File: config.mk
export PLATFORM = sky130hd
export DESIGN_NAME = program_sequencer
export DESIGN_NICKNAME = d
export VERILOG_FILES = /design/src/rtl/program_sequencer_pkg.sv /design/src/rtl/program_sequencer_pc_counter.sv /design/src/rtl/program_sequencer.sv
export SDC_FILE = /design/constraint.sdc
export NUM_CORES = 1
export LEC_CHECK = 0
export ABC_AREA = 1
export CORE_MARGIN = 4
export CORE_UTILIZATION = 55
export CTS_BUF_LIST = sky130_fd_sc_hd__clkbuf_8
export CTS_CLUSTER_DIAMETER = 30
export DETAILED_ROUTE_END_ITERATION = 6
export GPL_TIMING_DRIVEN = 0
export MAX_ROUTING_LAYER = met4
export PLACE_DENSITY = 0.94
export SLEW_MARGIN = 25
export SYNTH_ARGS = -nofsm -noshare
export SYNTH_HDL_FRONTEND = slang
export SYNTH_SLANG_ARGS = --single-unit
File: constraint.sdc
create_clock -name CLOCK -period 3.5 [get_ports CLOCK]
set_input_delay 0.7 -clock CLOCK [delete_from_list [all_inputs] [get_ports CLOCK]]
set_output_delay 0.7 -clock CLOCK [all_outputs]
set_load 0.01 [all_outputs]
File: src/rtl/program_sequencer_pkg.sv
// Shared definitions for the program sequencer, the core control unit
// and the bench: word width, opcodes and sequencer state encoding.
package program_sequencer_pkg;

    localparam int WORD_W = 9;

    localparam logic [2:0] OP_MV  = 3'b001;
    localparam logic [2:0] OP_MVI = 3'b010;
    localparam logic [2:0] OP_ADD = 3'b011;
    localparam logic [2:0] OP_SUB = 3'b100;

    typedef enum logic [2:0] {
        ST_IDLE,
        ST_FETCH,
        ST_LATCH,
        ST_IMM_FETCH,
        ST_IMM_LATCH,
        ST_ISSUE,
        ST_EXEC,
        ST_TRAP
    } seq_state_t;

    function automatic logic op_legal(input logic [2:0] op);
        return (op == OP_MV) || (op == OP_MVI) ||
               (op == OP_ADD) || (op == OP_SUB);
    endfunction

endpackage

File: src/rtl/program_sequencer_pc_counter.sv
// Loadable wrap-around program counter with increment enable.
module seq_pc_counter #(
    parameter int                ADDR_W     = 5,
    parameter logic [ADDR_W-1:0] START_ADDR = '0
) (
    input  logic              clk_i,
    input  logic              rst_ni,
    input  logic              load_i,
    input  logic [ADDR_W-1:0] load_val_i,
    input  logic              inc_i,
    output logic [ADDR_W-1:0] pc_o
);

    logic [ADDR_W-1:0] pc_q;
    logic [ADDR_W-1:0] pc_d;

    always_comb begin
        pc_d = pc_q;
        if (load_i) begin
            pc_d = load_val_i;
        end else if (inc_i) begin
            pc_d = pc_q + ADDR_W'(1);
        end
    end

    always_ff @(posedge clk_i) begin
        if (!rst_ni) begin
            pc_q <= START_ADDR;
        end else begin
            pc_q <= pc_d;
        end
    end

    assign pc_o = pc_q;

endmodule

File: src/rtl/program_sequencer.sv
// Fetches instruction words from a synchronous ROM and issues them to
// the core with a RUN pulse, then waits for DONE (with timeout trap).
module program_sequencer
    import program_sequencer_pkg::*;
#(
    parameter int ADDR_W     = 5,
    parameter int START_ADDR = 0,
    parameter int TIMEOUT    = 7
) (
    input  logic              CLOCK,
    input  logic              RESETN,
    input  logic              ENABLE,
    input  logic              STEP,
    output logic [ADDR_W-1:0] MEM_ADDR,
    input  logic [WORD_W-1:0] MEM_RDATA,
    output logic [WORD_W-1:0] DIN,
    output logic              RUN,
    input  logic              DONE,
    output logic [ADDR_W-1:0] PC,
    output logic              BUSY,
    output logic              ERROR,
    output logic [15:0]       INSTR_COUNT
);

    localparam int WAIT_W = $clog2(TIMEOUT + 1);

    seq_state_t        state_q;
    logic [WORD_W-1:0] ir_q;
    logic [WORD_W-1:0] imm_q;
    logic [WORD_W-1:0] din_q;
    logic              run_q;
    logic              err_q;
    logic [15:0]       cnt_q;
    logic [WAIT_W-1:0] wait_q;
    logic [ADDR_W-1:0] pc;
    logic              pc_inc;

    assign pc_inc = (state_q == ST_LATCH) || (state_q == ST_IMM_LATCH);

    seq_pc_counter #(
        .ADDR_W    (ADDR_W),
        .START_ADDR(ADDR_W'(START_ADDR))
    ) u_pc (
        .clk_i     (CLOCK),
        .rst_ni    (RESETN),
        .load_i    (1'b0),
        .load_val_i('0),
        .inc_i     (pc_inc),
        .pc_o      (pc)
    );

    always_ff @(posedge CLOCK) begin
        if (!RESETN) begin
            state_q <= ST_IDLE;
            ir_q    <= '0;
            imm_q   <= '0;
            din_q   <= '0;
            run_q   <= 1'b0;
            err_q   <= 1'b0;
            cnt_q   <= '0;
            wait_q  <= '0;
        end else begin
            run_q <= 1'b0;
            unique case (state_q)
                ST_IDLE: begin
                    if (ENABLE) begin
                        state_q <= ST_FETCH;
                    end
                end
                ST_FETCH: begin
                    state_q <= ST_LATCH;
                end
                ST_LATCH: begin
                    ir_q <= MEM_RDATA;
                    if (!op_legal(MEM_RDATA[8:6])) begin
                        state_q <= ST_TRAP;
                        err_q   <= 1'b1;
                    end else if (MEM_RDATA[8:6] == OP_MVI) begin
                        state_q <= ST_IMM_FETCH;
                    end else begin
                        // RUN and DIN are registered, so load them on entry to ISSUE
                        state_q <= ST_ISSUE;
                        din_q   <= MEM_RDATA;
                        run_q   <= 1'b1;
                    end
                end
                ST_IMM_FETCH: begin
                    state_q <= ST_IMM_LATCH;
                end
                ST_IMM_LATCH: begin
                    imm_q   <= MEM_RDATA;
                    din_q   <= ir_q;
                    run_q   <= 1'b1;
                    state_q <= ST_ISSUE;
                end
                ST_ISSUE: begin
                    wait_q  <= '0;
                    din_q   <= (ir_q[8:6] == OP_MVI) ? imm_q : ir_q;
                    state_q <= ST_EXEC;
                end
                ST_EXEC: begin
                    if (DONE) begin
                        if (cnt_q != 16'hFFFF) begin
                            cnt_q <= cnt_q + 16'd1;
                        end
                        if (STEP) begin
                            state_q <= ST_IDLE;
                        end else if (ENABLE) begin
                            state_q <= ST_FETCH;
                        end else begin
                            state_q <= ST_IDLE;
                        end
                    end else if (wait_q == WAIT_W'(TIMEOUT - 1)) begin
                        state_q <= ST_TRAP;
                        err_q   <= 1'b1;
                    end else begin
                        wait_q <= wait_q + WAIT_W'(1);
                    end
                end
                ST_TRAP: begin
                    err_q <= 1'b1;
                end
            endcase
        end
    end

    assign MEM_ADDR    = pc;
    assign PC          = pc;
    assign DIN         = din_q;
    assign RUN         = run_q;
    assign ERROR       = err_q;
    assign INSTR_COUNT = cnt_q;
    assign BUSY        = (state_q != ST_IDLE) && (state_q != ST_TRAP);

endmodule

==> results.sh <==
export IMPL_drt_iter0_drc=249
export IMPL_synth_area_sq_um=2800
export IMPL_ant_nets=0
export IMPL_synth_net_count=436
export IMPL_cts_root_buffer="clkbuf_8"
export IMPL_setup_viol=0
export IMPL_die_area_sq_um=6300
export IMPL_slowest_stage="clkdlybuf4s50_1"
export IMPL_grt_pass1_wl_mm=12.5
export IMPL_layout_commonest_cell="nand2_1"
export IMPL_vias=3011
export IMPL_reg2reg_to="INSTR_COUNT[8]"
export IMPL_antennaDiodeCount=0
export IMPL_cts_hold_buf=0
export IMPL_synth_adder_area_share_pct=1.79
export IMPL_drt_wirelength_per_cell_microns=13.5
export IMPL_rows=25
export IMPL_outcome="finished clean"
export IMPL_cp_end_kind="output pin"
export IMPL_syn_to_final_growth_pct=24.4
export IMPL_insertion_delay_ps=310
export IMPL_critical_path_top_delay_family="buffers and inverters"
export IMPL_crit_required_ps=2800
export IMPL_post_cts_buffers=0
export IMPL_drt_total_wl_mm=7.37
export IMPL_ys_seq_area_share_pct=40.0
export IMPL_yosys_warnings=0
export IMPL_numPortBuffers=51
export IMPL_start_util_pct=58.2
export IMPL_worstPathCellList="nor2_1, nand2_1, nand2_1, inv_1, clkdlybuf4s50_1"
export IMPL_crit_path_frequent_cell="nand2_1"
export IMPL_synth_cell_types=30
export IMPL_synth_top_family_by_area="simple AND/OR/NAND/NOR gates"
export IMPL_synthCells=418
export IMPL_die_w_microns=79.4
export IMPL_cp_startpoint="state_q[0]"
export IMPL_power_density_nw_per_um2=323
export IMPL_cp_num_buf_inv=2
export IMPL_synth_xor_area_share_pct=2.19
export IMPL_maxSlewViolCount=0
export IMPL_fin_worst_skew_ps=10.8
export IMPL_core_area_sq_um=4820
export IMPL_cpPeakStageDelay_ps=520
export IMPL_synth_edff_count=0
export IMPL_ys_async_sr_fraction_pct=0
export IMPL_clockBufferDepth=2
export IMPL_dp_cells=536
export IMPL_slew_limit_headroom_pct=58.1
export IMPL_drive_gt1_share_pct=6.92
export IMPL_ys_seq_elements=56
export IMPL_leakage_nw=1.35
export IMPL_min_path_cells=2
export IMPL_cap_violations=0
export IMPL_vias_per_cell=5.53
export IMPL_layout_common_cells="nand2_1 (110), nor2_1 (64), dfxtp_1 (56)"
export IMPL_layout_nets=494
export IMPL_die_h_microns=79.4
export IMPL_numCtsBuffers=5
export IMPL_ys_flop_type="dfxtp_1"
export IMPL_worstHoldStart="ir_q[1]"
export IMPL_clkTransAtPathRegs_ps=100
export IMPL_synth_compound_area_share_pct=15.6
export IMPL_synth_simple_area_share_pct=31.9
export IMPL_fin_cells=544
export IMPL_path_max_fanout=7
export IMPL_peakVddDrop_mv=0.238
export IMPL_dp_hpwl_mm=5.38
export IMPL_cts_resized=0
export IMPL_cts_tree="yes"
export IMPL_drc=0
export IMPL_power_mw=1.13
export IMPL_syn_area_per_cell_sq_um=6.70
export IMPL_cts_sinks=56
export IMPL_reg2regPathDepth=10
export IMPL_antenna_found_initial=0
export IMPL_hold_end="ir_q[1]"
export IMPL_htreeDepth=2
export IMPL_timing_final_hold_violations=0
export IMPL_worst_slew_pin_slew_ps=629
export IMPL_synth_mux_area_share_pct=0
export IMPL_grtUsageTotal_pct=25.3
export IMPL_grt_pass1_vias=2840
export IMPL_synth_largest_area_cell="dfxtp_1"
export IMPL_io_pins=52
export IMPL_gp_congestion=0.916
export IMPL_yosys_top_cells_area="dfxtp_1 (40%), nand2_1 (15%), nor2_1 (8.6%)"
export IMPL_finalCriticalPeriod_ps=2370
export IMPL_hp_class="register to register"
export IMPL_fin_crit_sh_pct=67.7
export IMPL_setup_tns_ps=0
export IMPL_worst_r2r_setup_slack_ps=1690
export IMPL_yosysTopAreaCellShare_pct=40.0
export IMPL_grt_start_max_net_pins=18
export IMPL_fmax_mhz=422
export IMPL_critPathArrivalTime_ps=1670
export IMPL_grt_overflow=0
export IMPL_grt_setup_unrepaired="no"
export IMPL_dr_pass1_iters=5
export IMPL_rr_startpoint="INSTR_COUNT[0]"
export IMPL_critPathLaunchType="register"
export IMPL_crit_type="register to output pin"
worst max path at each step:
stage                     end  slack, ps  cells past startpoint
2_1_floorplan  INSTR_COUNT[7]       1930                     10
6_report                 BUSY       1130                      5
3_3_place_gp           DIN[2]       1240                      9
3_5_place_dp           DIN[1]       1210                      9
4_1_cts                  BUSY       1140                      5
5_1_grt                  BUSY       1030                      5
flip-flops by register name (all words and copies together), names as in the netlist:
| name | cells |
|---|---|
| u_pc.pc_o | 5 |
| RUN | 1 |
| state_q | 3 |
| INSTR_COUNT | 16 |
| imm_q | 9 |
| DIN | 9 |
| wait_q | 3 |
| ir_q | 9 |
| ERROR | 1 |
Yosys cell counts, drive strengths merged, types with 4 or more instances:
cell	number
nor2	69
xor2	5
clkbuf	6
inv	38
nor3	10
a21oi	41
nand3	13
dfxtp	56
ha	4
nand2	114
nand4	4
buf	9
o21ai	40
through the flow:
stage / instance area [sq um] / hold WS (ps) / setup slack [ps] / utilization, %
finish: 3490 / 461 / 1130 / 72.4
global route: 3490 / 481 / 1030 / 72.4
CTS: 3490 / 461 / 1140 / 72.4
detailed placement: 3400 / 445 / 1210 / 70.5
global placement: 3400 / 440 / 1240 / 70.5
floorplan: 2800 / 430 / 1930 / -
area by class of cell:
| type | instances | area (sq um) |
|---|---|---|
| Multi-Input combinational cell | 309 | 1440 |
| Clock inverter | 3 | 20.0 |
| Clock buffer | 5 | 68.8 |
| Buffer | 15 | 92.6 |
| Fill cell | 419 | 1330 |
| Timing Repair Buffer | 51 | 510 |
| Inverter | 38 | 145 |
| Tap cell | 67 | 83.8 |
| Sequential cell | 56 | 1120 |
cells by family (layout without fill, tap and decap cells):
logic type | Yosys count | in the layout
XOR/XNOR | 7 | 7
AO/OA/AOI/OAI | 85 | 85
AND/OR/NAND/NOR | 213 | 213
buffers and inverters | 53 | 112
flip-flops | 56 | 56
adder cells (fa/ha/maj) | 4 | 4
power by group:
| group | leakage, nW | internal [mW] | switching, mW |
|---|---|---|---|
| Combinational | 0.856 | 0.0459 | 0.0599 |
| Sequential | 0.452 | 0.648 | 0.00888 |
| Clock | 0.0455 | 0.140 | 0.223 |
layer usage:
layer	part of all wire, %	track usage [%]	routed length [microns]	vias up
met5	0	-	0	-
met4	2.1	11.2	155	0
met3	6.8	5.30	502	22
met2	50	42.8	3670	133
met1	41	28.9	3040	1407
li1	-	-	-	1449
worst register-to-register path, delay by kind of cell, from the launching register on:
kind / cells / cell delay (ps)
AO/OA/AOI/OAI: 1 / 130
adder cells (fa/ha/maj): 1 / 260
buffers and inverters: 3 / 340
flip-flops: 1 / 460
AND/OR/NAND/NOR: 5 / 560
Note: power is estimated with default switching activity, not from simulation.
